[src/rtl/clock_enable_bank.sv]
// clock_enable_bank
// Bank of NUM_CH programmable clock-enable dividers running off one master
// clock. Each channel produces a one-cycle tick every N+1 edges and a square
// wave that toggles on every tick. A divisor written while a channel runs is
// shadowed and only applied at the channel's next wrap, so no runt periods
// are ever produced. A global sync pulse realigns all running channels to
// phase 0. All outputs come straight from flops.
module clock_enable_bank #(
    parameter int                        NUM_CH   = 4,
    parameter int                        CNT_W    = 16,
    parameter logic [NUM_CH*CNT_W-1:0]   DIV_INIT = {16'd49999, 16'd49, 16'd1, 16'd0}
) (
    input  logic                                            clock_50Mhz,
    input  logic                                            reset_n,
    input  logic                                            cfg_we,
    input  logic [((NUM_CH > 1) ? $clog2(NUM_CH) : 1)-1:0]  cfg_ch,
    input  logic [CNT_W-1:0]                                cfg_div,
    input  logic                                            cfg_en,
    input  logic                                            sync_pulse,
    output logic [NUM_CH-1:0]                               tick,
    output logic [NUM_CH-1:0]                               sq,
    output logic [NUM_CH-1:0]                               pending
);

    localparam int CH_W = (NUM_CH > 1) ? $clog2(NUM_CH) : 1;

    for (genvar i = 0; i < NUM_CH; i++) begin : g_ch

        // Registered channel state
        logic [CNT_W-1:0] cnt;
        logic [CNT_W-1:0] div_act;
        logic [CNT_W-1:0] div_shd;
        logic             en;
        logic             pend;
        logic             tick_q;
        logic             sq_q;

        // Next-state values
        logic [CNT_W-1:0] cnt_d;
        logic [CNT_W-1:0] div_act_d;
        logic [CNT_W-1:0] div_shd_d;
        logic             en_d;
        logic             pend_d;
        logic             tick_d;
        logic             sq_d;

        // Decoded helpers
        logic             wr;
        logic             en_nxt;
        logic             wrap;
        logic [CNT_W-1:0] shd_nxt;

        // A write addressed to a channel index that does not exist matches
        // no channel and is therefore dropped without side effects.
        assign wr      = cfg_we && (cfg_ch == CH_W'(i));
        assign en_nxt  = wr ? cfg_en  : en;
        assign shd_nxt = wr ? cfg_div : div_shd;
        assign wrap    = (cnt == div_act);

        // Next-state decode: disabled, disabling, sync, wrap, or plain count
        always_comb begin
            // NOTE: every output of this block gets a default first, so no
            // path through the if/else chain can leave a latch behind.
            cnt_d     = cnt;
            div_act_d = div_act;
            div_shd_d = shd_nxt;
            en_d      = en_nxt;
            pend_d    = pend;
            tick_d    = 1'b0;
            sq_d      = sq_q;

            if (!en) begin
                // Channel idle: the shadow feeds straight through, so a
                // write lands immediately and re-enable starts from it.
                cnt_d     = '0;
                sq_d      = 1'b0;
                div_act_d = shd_nxt;
                pend_d    = 1'b0;
            end else if (!en_nxt) begin
                // Being switched off by this write: park at phase 0.
                cnt_d  = '0;
                sq_d   = 1'b0;
                pend_d = 1'b1;
            end else if (sync_pulse) begin
                // Realign to phase 0. A write in the same cycle is folded in
                // via shd_nxt, so the new divisor is active from phase 0.
                cnt_d     = '0;
                sq_d      = 1'b0;
                div_act_d = shd_nxt;
                pend_d    = 1'b0;
            end else if (wrap) begin
                // End of period. The swap uses the shadow as it was before
                // this edge; a write arriving now stays pending.
                cnt_d  = '0;
                tick_d = 1'b1;
                sq_d   = ~sq_q;
                if (pend) begin
                    div_act_d = div_shd;
                end
                pend_d = wr;
            end else begin
                // cnt never passes div_act, so this cannot overflow even
                // with the all-ones divisor.
                cnt_d  = cnt + CNT_W'(1);
                pend_d = pend | wr;
            end
        end

        // Channel state registers with asynchronous reset to the init divisor
        always_ff @(posedge clock_50Mhz or negedge reset_n) begin
            // NOTE: this bank is a handful of flops, not a memory, so every
            // register is reset; otherwise X would leak onto tick/sq.
            if (!reset_n) begin
                cnt     <= '0;
                div_act <= DIV_INIT[i*CNT_W +: CNT_W];
                div_shd <= DIV_INIT[i*CNT_W +: CNT_W];
                en      <= 1'b1;
                pend    <= 1'b0;
                tick_q  <= 1'b0;
                sq_q    <= 1'b0;
            end else begin
                // NOTE: non-blocking assignments so every register samples
                // the pre-edge values regardless of statement order.
                cnt     <= cnt_d;
                div_act <= div_act_d;
                div_shd <= div_shd_d;
                en      <= en_d;
                pend    <= pend_d;
                tick_q  <= tick_d;
                sq_q    <= sq_d;
            end
        end

        assign tick[i]    = tick_q;
        assign sq[i]      = sq_q;
        assign pending[i] = pend;

    end : g_ch

endmodule

[config.mk]
export PLATFORM = sky130hd
export DESIGN_NAME = clock_enable_bank
export DESIGN_NICKNAME = d
export VERILOG_FILES = /design/src/rtl/clock_enable_bank.sv
export SDC_FILE = /design/constraint.sdc
export NUM_CORES = 1
export LEC_CHECK = 0
export CAP_MARGIN = 30
export CORE_AREA = 2 2 161 163
export CTS_CLUSTER_DIAMETER = 60
export DETAILED_ROUTE_END_ITERATION = 8
export DIE_AREA = 0 0 163 165
export GPL_TIMING_DRIVEN = 0
export SLEW_MARGIN = 30
export SYNTH_ARGS = -nofsm -noshare
export SYNTH_HDL_FRONTEND = slang
export SYNTH_SLANG_ARGS = --single-unit
export TNS_END_PERCENT = 30
[constraint.sdc]
create_clock -name clock_50Mhz -period 4.28 [get_ports clock_50Mhz]
set_clock_uncertainty 0.15 [all_clocks]
set_input_delay 1.284 -clock clock_50Mhz [delete_from_list [all_inputs] [get_ports clock_50Mhz]]
set_output_delay 1.284 -clock clock_50Mhz [all_outputs]
set_load 0.02 [all_outputs]
==> flow_summary_export.csv, run 1 <==
group,metric,value,unit
drt,vias,6616,
worst_setup_path,crit_family,"buffers and inverters",
place,place_ws,429.9,ps
yosys,synth_seq_area_share,51.38,%
floorplanning,initial_core_util,40.75,%
min_path,whs_path_depth,1,
yosys,yosys.cell_types.count,41,
timing,slew_headroom,56.56,%
worst_setup_path,worstPathCellList,"clkdlybuf4s50_1 -> nand3b_1 -> buf_1 -> o21ai_1 -> o211ai_4 -> buf_12 -> mux2_4",
clocking,cts_resized,0,
global_routing,grt_usage,17.67,%
worst_setup_path,startpoint_type,"input pin",
timing,final_hold_viol_count,0,
worst_setup_path,crit_buf_inv,3,
timing,timing.final.crit_share,78.53,%
power,leakage,5.266,nW
yosys,syn_avg_cell_area,11.26,sq um
yosys,syn_nets,933,
timing,maxSlewViolCount,0,
global_routing,overflow,0,
place,place_congestion,0.8107,
timing,fmax,297.5,MHz
min_path,worstHoldStart,"g_ch[0].div_act[7]",
drt,drtIter0Drc,404,
drt,postRouteAntennaNets,0,
finish,final_util,47.48,%
clocking,cts_root_buf,"clkbuf_16",
power,p_clk_share,39.9,%
power,pwr-share-seq,44.8,%
clocking,insertion_delay,520,ps
worst_setup_path,r2r_start,"g_ch[3].cnt[9]",
clocking,htree_levels,1,
drt,vias_per_cell,5.031,
drt,routed_wl,22920,um
global_routing,grt_pass1_vias,6563,
clocking,cts_tree,"built",
power,ir_worst_vdd,0.0002827,V
power,power_frac_comb,15.3,%
place,numPortBuffers,33,
clocking,path_clk_slew,60,ps
drt,drc_errors,0,
clocking,clockBufferDepth,3,
worst_setup_path,rr_worst_depth,6,
yosys,synth_flop_cell,"dfrtp_1",
power,p_switching,1.437,mW
min_path,hp-class,"reg2reg",
worst_setup_path,crit_path_end_kind,"flip-flop",
timing,setup_viol,0,
floorplanning,rows,58,
floorplanning,core,25040,sq um
yosys,synth_cells,906,
timing,finalCriticalPeriod,3361,ps
timing,rsz0062_at_grt,"no",
yosys,ys_seq_elements,208,
global_routing,grt_pass1_wl,37290,um
yosys,async_flop_share,100.0,%
finish,drive_above_1_share,22.54,%
power,p_int,4.185,mW
floorplanning,dieArea,26900,sq um
status,status,"complete, no violations",
finish,num_antenna_cells,0,
place,placed_cell_area,11010,sq um
worst_setup_path,cp_slowest_cell,"clkdlybuf4s50_1",
worst_setup_path,crit_fanout,10,
yosys,ys.warnings.count,0,
finish,final_cell_area,11890,sq um
timing,tightest_slew,651.6,ps
worst_setup_path,crit_required,4530,ps
global_routing,grt_max_degree,76,
min_path,min_to,"g_ch[0].div_act[7]",
floorplanning,die_y,165,um
power,power_density,472.9,nW/um^2
worst_setup_path,r2r_end,"g_ch[3].div_act[11]",
worst_setup_path,cpPeakStageDelay,720,ps
clocking,cts_setup_buffers,0,
worst_setup_path,rrSetupSlack,1540,ps
finish,finalNetCount,994,
place,dpl.hpwl,15740,um
clocking,cts_sinks,208,
worst_setup_path,critical_path_class,"in2reg",
floorplanning,die_w,163,um
clocking,numCtsBuffers,24,
power,netSwitchingFraction,25.56,%
yosys,synth_edf_count,0,
job,maxCapViolCount,0,
drt,routedWlPerCell,17.43,um
floorplanning,io_pins,35,
worst_setup_path,arrival,3610,ps
clocking,cts_hold_buffers,0,
timing,fin_hold_ws,354.6,ps
timing,fin_ws,919.0,ps
finish,nFillCells,2313,
finish,area_growth,16.51,%
yosys,synth.cell_area,10200,sq um
global_routing,antenna_found_initial,0,
drt,drtPass1Iterations,4,
==> registers in the layout, indices dropped and copies added (netlist names) <==
signal and count:
g_ch.cnt 64, g_ch.pend 4, g_ch.tick_q 4, g_ch.div_shd 64, g_ch.en 4, g_ch.sq_q 4, g_ch.div_act 64
==> how the worst max path moves through the flow <==
stage,startpoint,endpoint,slack (ps),cells after the start
3_5_place_dp,sync_pulse,g_ch[0].div_act[12],430,6
6_report,cfg_ch[0],g_ch[2].div_act[10],920,7
5_1_grt,cfg_ch[1],g_ch[0].cnt[11],780,8
2_1_floorplan,cfg_we,g_ch[3].div_act[10],1350,7
4_1_cts,sync_pulse,g_ch[0].div_act[12],970,6
3_3_place_gp,reset_n,g_ch[0].cnt[13],-7230,1
==> Yosys cell counts, types with 3 or more instances <==
library cell  count  area share, %
ha_1              4           0.49
nand4_1          14           0.86
nand2b_1         12           0.74
buf_6             6           0.66
nor4_2            6           0.74
nand3b_1          4           0.29
mux2_2           83            9.2
nand3_1          23            1.1
a31oi_1           3           0.18
and3_1            7           0.43
and4_1            3           0.26
inv_1            11           0.40
nand2_1         103            3.8
xnor2_1          26            2.2
mux2_4           20            2.9
o21ai_1           3           0.15
mux2_1           29            3.2
clkbuf_1         18           0.66
a21oi_1           3           0.15
o21bai_1          3           0.22
buf_4            13           0.96
buf_1             5           0.18
nor2b_1           5           0.31
nor2_1           89            3.3
nor4_1           11           0.67
o21ai_0          67            3.3
xor2_1           98            8.4
buf_2            10           0.49
dfrtp_1         178             44
nor3_1            4           0.20
o211ai_4          3           0.63
dfstp_2          30            7.7
==> per-stage QoR <==
step                      instances  total power, mW  TNS [ps]
final                          1315            5.622         0
after global routing           1315            5.896         0
after CTS                      1315            5.694         0
after detailed placement       1271            3.421         0
after global placement         1269            3.394  -1419220
after floorplan                 906            3.139         0
==> cells by family after synthesis <==
family	share of synthesized area (%)
AO/OA/AOI/OAI	4.954
AND/OR/NAND/NOR	13.48
buffers and inverters	3.752
multiplexers	15.30
adder cells (fa/ha/maj)	0.4905
XOR/XNOR	10.64
flip-flops	51.38
==> cells in the final DEF (no fill, tap or decap), types with 3 or more instances in the layout <==
cell type          n
and4_1             3
and3_1             7
a21oi_1            3
o21ai_0           67
nand4_1           14
nor2_1            89
nand3b_1           4
a31oi_1            3
inv_1             11
nand3_1           23
o211ai_4           3
buf_2             10
o21ai_1            3
o21bai_1           3
dfrtp_1          178
mux2_4            20
bufinv_16          5
mux2_1            29
mux2_2            83
ha_1               4
nand2b_1          12
buf_4             13
nor4_2             6
nor4_1            11
clkbuf_1          21
xnor2_1           26
nor3_1             4
buf_1              5
clkinv_2           5
buf_6              6
dfstp_2           30
clkdlybuf4s50_1   32
nand2_1          103
nor2b_1            5
clkbuf_16         24
clkbuf_8           5
xor2_1            98
==> power groups by stage <==
stage | Combinational [mW] | Sequential (mW) | Clock, mW
2_1_floorplan | 0.653 | 2.49 | 0
3_3_place_gp | 0.847 | 2.55 | 0
3_5_place_dp | 0.868 | 2.55 | 0
4_1_cts | 0.873 | 2.52 | 2.30
5_1_grt | 0.957 | 2.56 | 2.38
6_report | 0.860 | 2.52 | 2.25
==> routing by layer <==
| layer | routed length [um] | up-vias | track usage, % |
|---|---|---|---|
| met2 | 10270 | 103 | 27.29 |
| met4 | 468 | 0 | 3.821 |
| met5 | 0 | - | 0 |
| met1 | 11370 | 3287 | 26.54 |
| li1 | - | 3197 | - |
| met3 | 808 | 29 | 2.361 |
==> worst register-to-register path, delay by kind of cell, from the launching register on <==
family,cells,cell delay (ps)
AND/OR/NAND/NOR,2,850
AO/OA/AOI/OAI,1,450
flip-flops,1,430
multiplexers,1,340
buffers and inverters,1,210
XOR/XNOR,1,180
==> layout make-up <==
class | instances | area (sq um) | area share, %
Tap cell | 330 | 412.9 | 3.473
Clock buffer | 32 | 680.7 | 5.726
Sequential cell | 208 | 5243 | 44.10
Clock inverter | 12 | 200.2 | 1.684
Inverter | 11 | 41.29 | 0.3473
Multi-Input combinational cell | 633 | 4578 | 38.51
Timing Repair Buffer | 35 | 390.4 | 3.284
Buffer | 54 | 341.6 | 2.873
No activity file was read; power rests on OpenSTA's default activity.
==> inputs of run 2 (changes only) <==
clock period = 3.4 ns   (was 4.28 ns; I/O delays follow)
==> results of run 2 <==
Same layout as run 1 (identical final DEF). Status: complete, no violations.
Among the figures that moved: setup slack after placement 429.9 ps -> -186.1 ps; setup slack after layout 919.0 ps -> 303.0 ps; hold slack 354.6 ps -> 294.3 ps; register-to-register setup slack 1540 ps -> 660 ps; total power 5.622 mW -> 7.077 mW; worst IR drop on VDD 0.0002827 V -> 0.0003559 V
==> variant 1 (flow settings as in run 2) <==
Put one more register stage on the output `sq`, with the module's reset. The value now appears one clock later. The other outputs are not delayed to match.
--- a/src/rtl/clock_enable_bank.sv
+++ b/src/rtl/clock_enable_bank.sv
@@ -25,2 +25,4 @@
     localparam int CH_W = (NUM_CH > 1) ? $clog2(NUM_CH) : 1;
+
+    logic [NUM_CH-1:0] sq_c;
 
@@ -134,3 +136,3 @@
         assign tick[i]    = tick_q;
-        assign sq[i]      = sq_q;
+        assign sq_c[i]      = sq_q;
         assign pending[i] = pend;
@@ -139,2 +141,10 @@
 
+    always_ff @(posedge clock_50Mhz or negedge reset_n) begin
+        if (!reset_n) begin
+            sq <= '0;
+        end else begin
+            sq <= sq_c;
+        end
+    end
+
 endmodule
Formal check against the unedited RTL: not equivalent (a bounded check fails within 4 cycles, from zero or initial values and one cycle with reset_n low).
==> variant 1 against run 2 <==
Synthesized area rose by 0.69%; synthesized cell count unchanged; sequential cell count rose by 4; critical path type unchanged; total power is 2.0% higher; maximum frequency is 1.1% higher; cell count up 0.38%; worst setup slack improved by 0.035 ns; wire length increased by 1.4%; largest power group unchanged; cell area rose by 1.2%; utilization increased by 0.58 points.
==> variant 1: results (changes against run 2) <==
| Metric | Value |
|---|---|
| Sw Share | `25.6% (+0.080 points)` |
| Antenna violations before repair | `0 (unchanged)` |
| Final Non-Filler Cells | `1320 (+0.38%)` |
| Worst-path fanout max | `10 (unchanged)` |
| Clock latency on the worst-skew pair | `0.53 ns` |
| Dpl ws | `-0.217 ns (-0.0307 ns)` |
| Min-delay worst type | `in -> async` |
| Largest net degree at the start of global routing | `66 (-13%)` |
| Synth area leaders | `dfrtp_1 44%, mux2_2 9.1%, xor2_1 8.4%` |
| Via count | `6676 (+0.91%)` |
| Slew headroom | `61.2% (+4.6 points)` |
| First-pass iteration count of the detailed router | `6 (+2)` |
| Critical-path top delay cell | `clkdlybuf4s50_1` |
| Max Root-Sink Buffers | `3 (unchanged)` |
| Global-route wire length before repair | `37600 µm (+0.83%)` |
| Main synth FF type | `dfrtp_1` |
| Number of port buffers | `33 (unchanged)` |
| GRT Util Overall | `18.0% (+0.28 points)` |
| Seq/Total Area, Yosys | `52.0% (+0.62 points)` |
| Ys Warns | `0 (unchanged)` |
| Clock slew at reported path FFs | `0.06 ns (about the same)` |
| Net count after synthesis | `933 (unchanged)` |
| Cts bufs inserted | `26 (+8.3%)` |
| Vias in the first global route | `6632 (+1.1%)` |
| # diodes | `0 (unchanged)` |
| Layout fillers | `2313 (unchanged)` |
| H-tree depth | `1 (unchanged)` |
| LEAKAGE | `5.34 nW (+1.4%)` |
| Crit path DAT | `3.31 ns (-0.03 ns)` |
| Asr flop ratio synth | `100% (unchanged)` |
| HPWL Detailed | `15900 µm (+1.0%)` |
| Outcome | `completed` |
| Slowest stage delay, CP | `0.49 ns (-0.23 ns)` |
| PostCTS Resize Cnt | `0 (unchanged)` |
| Drt first-iter violations | `313 (-23%)` |
| Placed Area | `11100 µm² (+0.89%)` |
| Biggest regs | `g_ch.cnt (64), g_ch.div_act (64), g_ch.div_shd (64)` |
| Unique masters post-synth | `41 (unchanged)` |
| Post-CTS Setup Bufs | `0 (unchanged)` |
| Layout cells sized above 1 | `22.4% (-0.11 points)` |
| Worst VDD drop | `377 µV (+6.0%)` |
| Syn Area/Cell | `11.3 µm² (+0.69%)` |
| GPL Wtd Cong | `0.815 (+0.56%)` |
| Root Driver | `clkbuf_16` |
| DR WL/cell | `17.6 µm (+0.98%)` |
| Synth cell count leaders | `182 x dfrtp_1, 103 x nand2_1, 98 x xor2_1` |
| Final Net Count | `997 (+0.30%)` |
[variant 1: cell types whose count changed after synthesis, sizes merged]
| cell | before | now |
|---|---|---|
| buf | 36 | 32 |
| dfrtp | 178 | 182 |
[variant 1: cells by family (layout without fill, tap and decap cells)]
logic type,count (synthesis),after routing,synth area share [%]
AND/OR/NAND/NOR,289,289,13.4
flip-flops,212,212,52.0
multiplexers,132,132,15.2
XOR/XNOR,124,124,10.6
AO/OA/AOI/OAI,84,84,4.92
buffers and inverters,61,145,3.43
adder cells (fa/ha/maj),4,4,0.487
[variant 1: path summary, 6_finish.rpt]
kind                                      from             endpoint  slack [ns]  depth (start not counted)
worst max-delay path                sync_pulse   g_ch[0].div_act[8]        0.34                          6
max in group asynchronous              reset_n           g_ch[0].en        1.60                          4
worst min register to register    g_ch[0].sq_q                sq[0]        0.24                          0
worst max register to register  g_ch[3].cnt[9]  g_ch[3].div_act[10]        0.69                          6
worst min-delay path                   reset_n       g_ch[1].tick_q        0.20                          1
min in group clock_50Mhz          g_ch[0].sq_q                sq[0]        0.24                          0
[variant 1: critical path, delay by kind of cell]
family	cells	cell delay, ns
compound gates	1	0.43
mux	1	0.33
buf+inv	4	1.51
[variant 1: through the flow]
step | util [%] | setup TNS (ns)
5_1_grt | 48.1 | 0
3_3_place_gp | 44.0 | -1633.57
4_1_cts | 48.1 | 0
3_5_place_dp | 44.4 | -9.03
6_report | 48.1 | 0
2_1_floorplan | - | 0
[variant 1: power groups by stage]
stage | clock, W | sequential [W] | combinational (W)
5_1_grt | 0.00309 | 0.00327 | 0.00122
2_1_floorplan | 0 | 0.00318 | 0.000822
3_5_place_dp | 0 | 0.00326 | 0.00110
6_report | 0.00291 | 0.00322 | 0.00109
3_3_place_gp | 0 | 0.00325 | 0.00107
4_1_cts | 0.00299 | 0.00322 | 0.00111
[variant 1: area by class of cell]
class | instances | area, µm² | share of cell area [%]
flip-flops and latches | 212 | 5340 | 44.4
plain buffers | 50 | 312 | 2.59
clock inverters | 6 | 87.6 | 0.728
multi-input cells | 633 | 4580 | 38.0
inverters | 11 | 41.3 | 0.343
clock buffers | 42 | 842 | 7.00
well taps | 330 | 413 | 3.43
repair buffers | 36 | 418 | 3.47
[variant 1: per-layer routing]
layer  vias to the layer above  part of all wire [%]  track usage (%)
li1                       3193                     -                -
met1                      3345                    48             26.3
met2                       111                    46             28.5
met3                        27                   4.4             2.41
met4                         0                   1.4             3.90
met5                         -                     0                0
==> variant 2 (config.mk and constraints of run 2) <==
Made on the original files. Add an input register stage for `cfg_we`, `cfg_ch`, `cfg_div`, `cfg_en` and `sync_pulse`, cleared by the reset; this delays them by one clock.
--- a/src/rtl/clock_enable_bank.sv
+++ b/src/rtl/clock_enable_bank.sv
@@ -25,2 +25,24 @@
     localparam int CH_W = (NUM_CH > 1) ? $clog2(NUM_CH) : 1;
+
+    logic cfg_we_q;
+    logic [((NUM_CH > 1) ? $clog2(NUM_CH) : 1)-1:0] cfg_ch_q;
+    logic [CNT_W-1:0] cfg_div_q;
+    logic cfg_en_q;
+    logic sync_pulse_q;
+
+    always_ff @(posedge clock_50Mhz or negedge reset_n) begin
+        if (!reset_n) begin
+            cfg_we_q     <= '0;
+            cfg_ch_q     <= '0;
+            cfg_div_q    <= '0;
+            cfg_en_q     <= '0;
+            sync_pulse_q <= '0;
+        end else begin
+            cfg_we_q     <= cfg_we;
+            cfg_ch_q     <= cfg_ch;
+            cfg_div_q    <= cfg_div;
+            cfg_en_q     <= cfg_en;
+            sync_pulse_q <= sync_pulse;
+        end
+    end
 
@@ -54,5 +76,5 @@
         // no channel and is therefore dropped without side effects.
-        assign wr      = cfg_we && (cfg_ch == CH_W'(i));
-        assign en_nxt  = wr ? cfg_en  : en;
-        assign shd_nxt = wr ? cfg_div : div_shd;
+        assign wr      = cfg_we_q && (cfg_ch_q == CH_W'(i));
+        assign en_nxt  = wr ? cfg_en_q : en;
+        assign shd_nxt = wr ? cfg_div_q : div_shd;
         assign wrap    = (cnt == div_act);
@@ -83,3 +105,3 @@
                 pend_d = 1'b1;
-            end else if (sync_pulse) begin
+            end else if (sync_pulse_q) begin
                 // Realign to phase 0. A write in the same cycle is folded in
Behaviour: not the same (Yosys sat finds a counterexample within 4 cycles, from zero or initial values and one cycle with reset_n low).
==> variant 2 against run 2 <==
Wire length increased by 3.7%; synthesized area up 4.4%; sequential cell count up 21; global-route usage is 0.95 points higher; cell area is 4.2% higher; first-iteration DRC count grew 6.2%; worst setup slack better by 0.19 ns; total power rose by 5.3%; critical path type is now reg -> out; critical endpoint is now pending[0]; largest cell class unchanged; largest power group unchanged.
==> variant 2: results (changes against run 2) <==
| Metric | Value |
|---|---|
| Outcome | `completed` |
| HPWL Detailed | `16000 µm (+1.9%)` |
| Net count after synthesis | `953 (+2.1%)` |
| First-pass iteration count of the detailed router | `7 (+3)` |
| # diodes | `0 (unchanged)` |
| Worst VDD drop | `313 µV (-12%)` |
| Synth area leaders | `dfrtp_1 47%, mux2_2 10%, xor2_1 7.6%` |
| Largest net degree at the start of global routing | `83 (+9.2%)` |
| GRT Util Overall | `18.6% (+0.95 points)` |
| Main synth FF type | `dfrtp_1` |
| Via/cell ratio | `5.05 (+0.30%)` |
| Dpl ws | `0.703 ns (+0.890 ns)` |
| Synth cell count leaders | `199 x dfrtp_1, 101 x nand2_1, 98 x mux2_2` |
| LEAKAGE | `5.47 nW (+3.8%)` |
| Ys Warns | `0 (unchanged)` |
| Drt first-iter violations | `429 (+6.2%)` |
| Cts bufs inserted | `28 (+17%)` |
| Drt total wl | `23800 µm (+3.7%)` |
| Core area | `25000 µm² (unchanged)` |
| Clock latency on the worst-skew pair | `0.56 ns (+0.04 ns)` |
| R2R Path End | `g_ch[0].div_act[12]` |
| Startpoint Class | `register` |
| Final Net Count | `1019 (+2.5%)` |
| Layout cells sized above 1 | `23.1% (+0.54 points)` |
| Reg2reg start | `g_ch[0].cnt[4]` |
| Internal power | `0.00552 W (+4.7%)` |
| Biggest regs | `g_ch.cnt (64), g_ch.div_act (64), g_ch.div_shd (64)` |
| Seq/Total Area, Yosys | `54.2% (+2.8 points)` |
| Crit path DAT | `1.73 ns (-1.61 ns)` |
| GPL Wtd Cong | `0.835 (+2.9%)` |
| H-tree depth | `1 (unchanged)` |
| Worst-path fanout max | `3 (-7)` |
| Post-CTS Setup Bufs | `0 (unchanged)` |
| Global-route wire length before repair | `38800 µm (+4.2%)` |
| Slew headroom | `46.4% (-10 points)` |
| Hold_ws | `0.327 ns (+0.0332 ns)` |
| Asr flop ratio synth | `100% (unchanged)` |
| Unique masters post-synth | `42 (+2.4%)` |
| Min-delay worst type | `in -> async` |
| Slowest stage delay, CP | `0.59 ns (-0.13 ns)` |
| Max Root-Sink Buffers | `3 (unchanged)` |
| Vias in the first global route | `6920 (+5.4%)` |
| Reg2Reg Depth | `7 (+1)` |
| Number of port buffers | `34 (+3.0%)` |
variant 2: cell types whose count changed after synthesis, moves of 3 or more:
| cell | before | now |
|---|---|---|
| mux2_1 | 29 | 14 |
| inv_1 | 11 | 14 |
| o21ai_1 | 3 | 0 |
| o21ai_0 | 67 | 71 |
| xor2_1 | 98 | 93 |
| xnor2_1 | 26 | 30 |
| mux2_2 | 83 | 98 |
| dfrtp_1 | 178 | 199 |
variant 2: final cells by class:
cell class,count,area (µm²)
Inverter,14,52.6
Tap cell,330,413
Clock buffer,45,845
Fill cell,2291,12600
Buffer,51,287
Clock inverter,7,77.6
Multi-Input combinational cell,632,4540
Sequential cell,229,5770
Timing Repair Buffer,36,400
variant 2: cell families after synthesis:
kind of cell	after synthesis	share of synthesized area, %
DFF	229	54.2
and+or+nand+nor	287	12.7
xor gates and xnor gates	123	10.1
adders and majority gates	4	0.470
AOI/OAI and AO/OA	86	4.68
muxes	132	14.7
buffers and inverters	65	3.18
variant 2: power by group through the flow:
stage,Combinational (W),Sequential (W),Clock [W]
finish,0.00106,0.00347,0.00292
global route,0.00119,0.00352,0.00310
global placement,0.00104,0.00351,0
detailed placement,0.00107,0.00352,0
floorplan,0.000820,0.00341,0
CTS,0.00108,0.00347,0.00298
variant 2: worst max path at each step:
stage | startpoint | endpoint | slack, ns | cells past startpoint
5_1_grt | g_ch[0].pend | pending[0] | 0.49 | 2
3_3_place_gp | reset_n | g_ch[0].cnt[7] | -8.75 | 1
3_5_place_dp | g_ch[0].cnt[4] | g_ch[0].div_act[8] | 0.70 | 7
4_1_cts | g_ch[0].pend | pending[0] | 0.50 | 2
6_report | g_ch[0].pend | pending[0] | 0.50 | 2
2_1_floorplan | g_ch[3].cnt[2] | g_ch[3].div_act[10] | 1.18 | 7
variant 2: through the flow:
stage / TNS (ns) / cell area [µm²] / cells
after detailed placement: 0 / 11500 / 1292
after global routing: 0 / 12400 / 1344
final: 0 / 12400 / 1344
after global placement: -1905.19 / 11400 / 1290
after CTS: 0 / 12400 / 1344
after floorplan: 0 / 10700 / 926
variant 2: layer usage:
layer	routed length [µm]	share of wire, %	GRT usage, %
met1	11800	50	27.8
met2	10600	44	29.0
met3	857	3.6	2.21
met4	527	2.2	4.51
met5	0	0	0
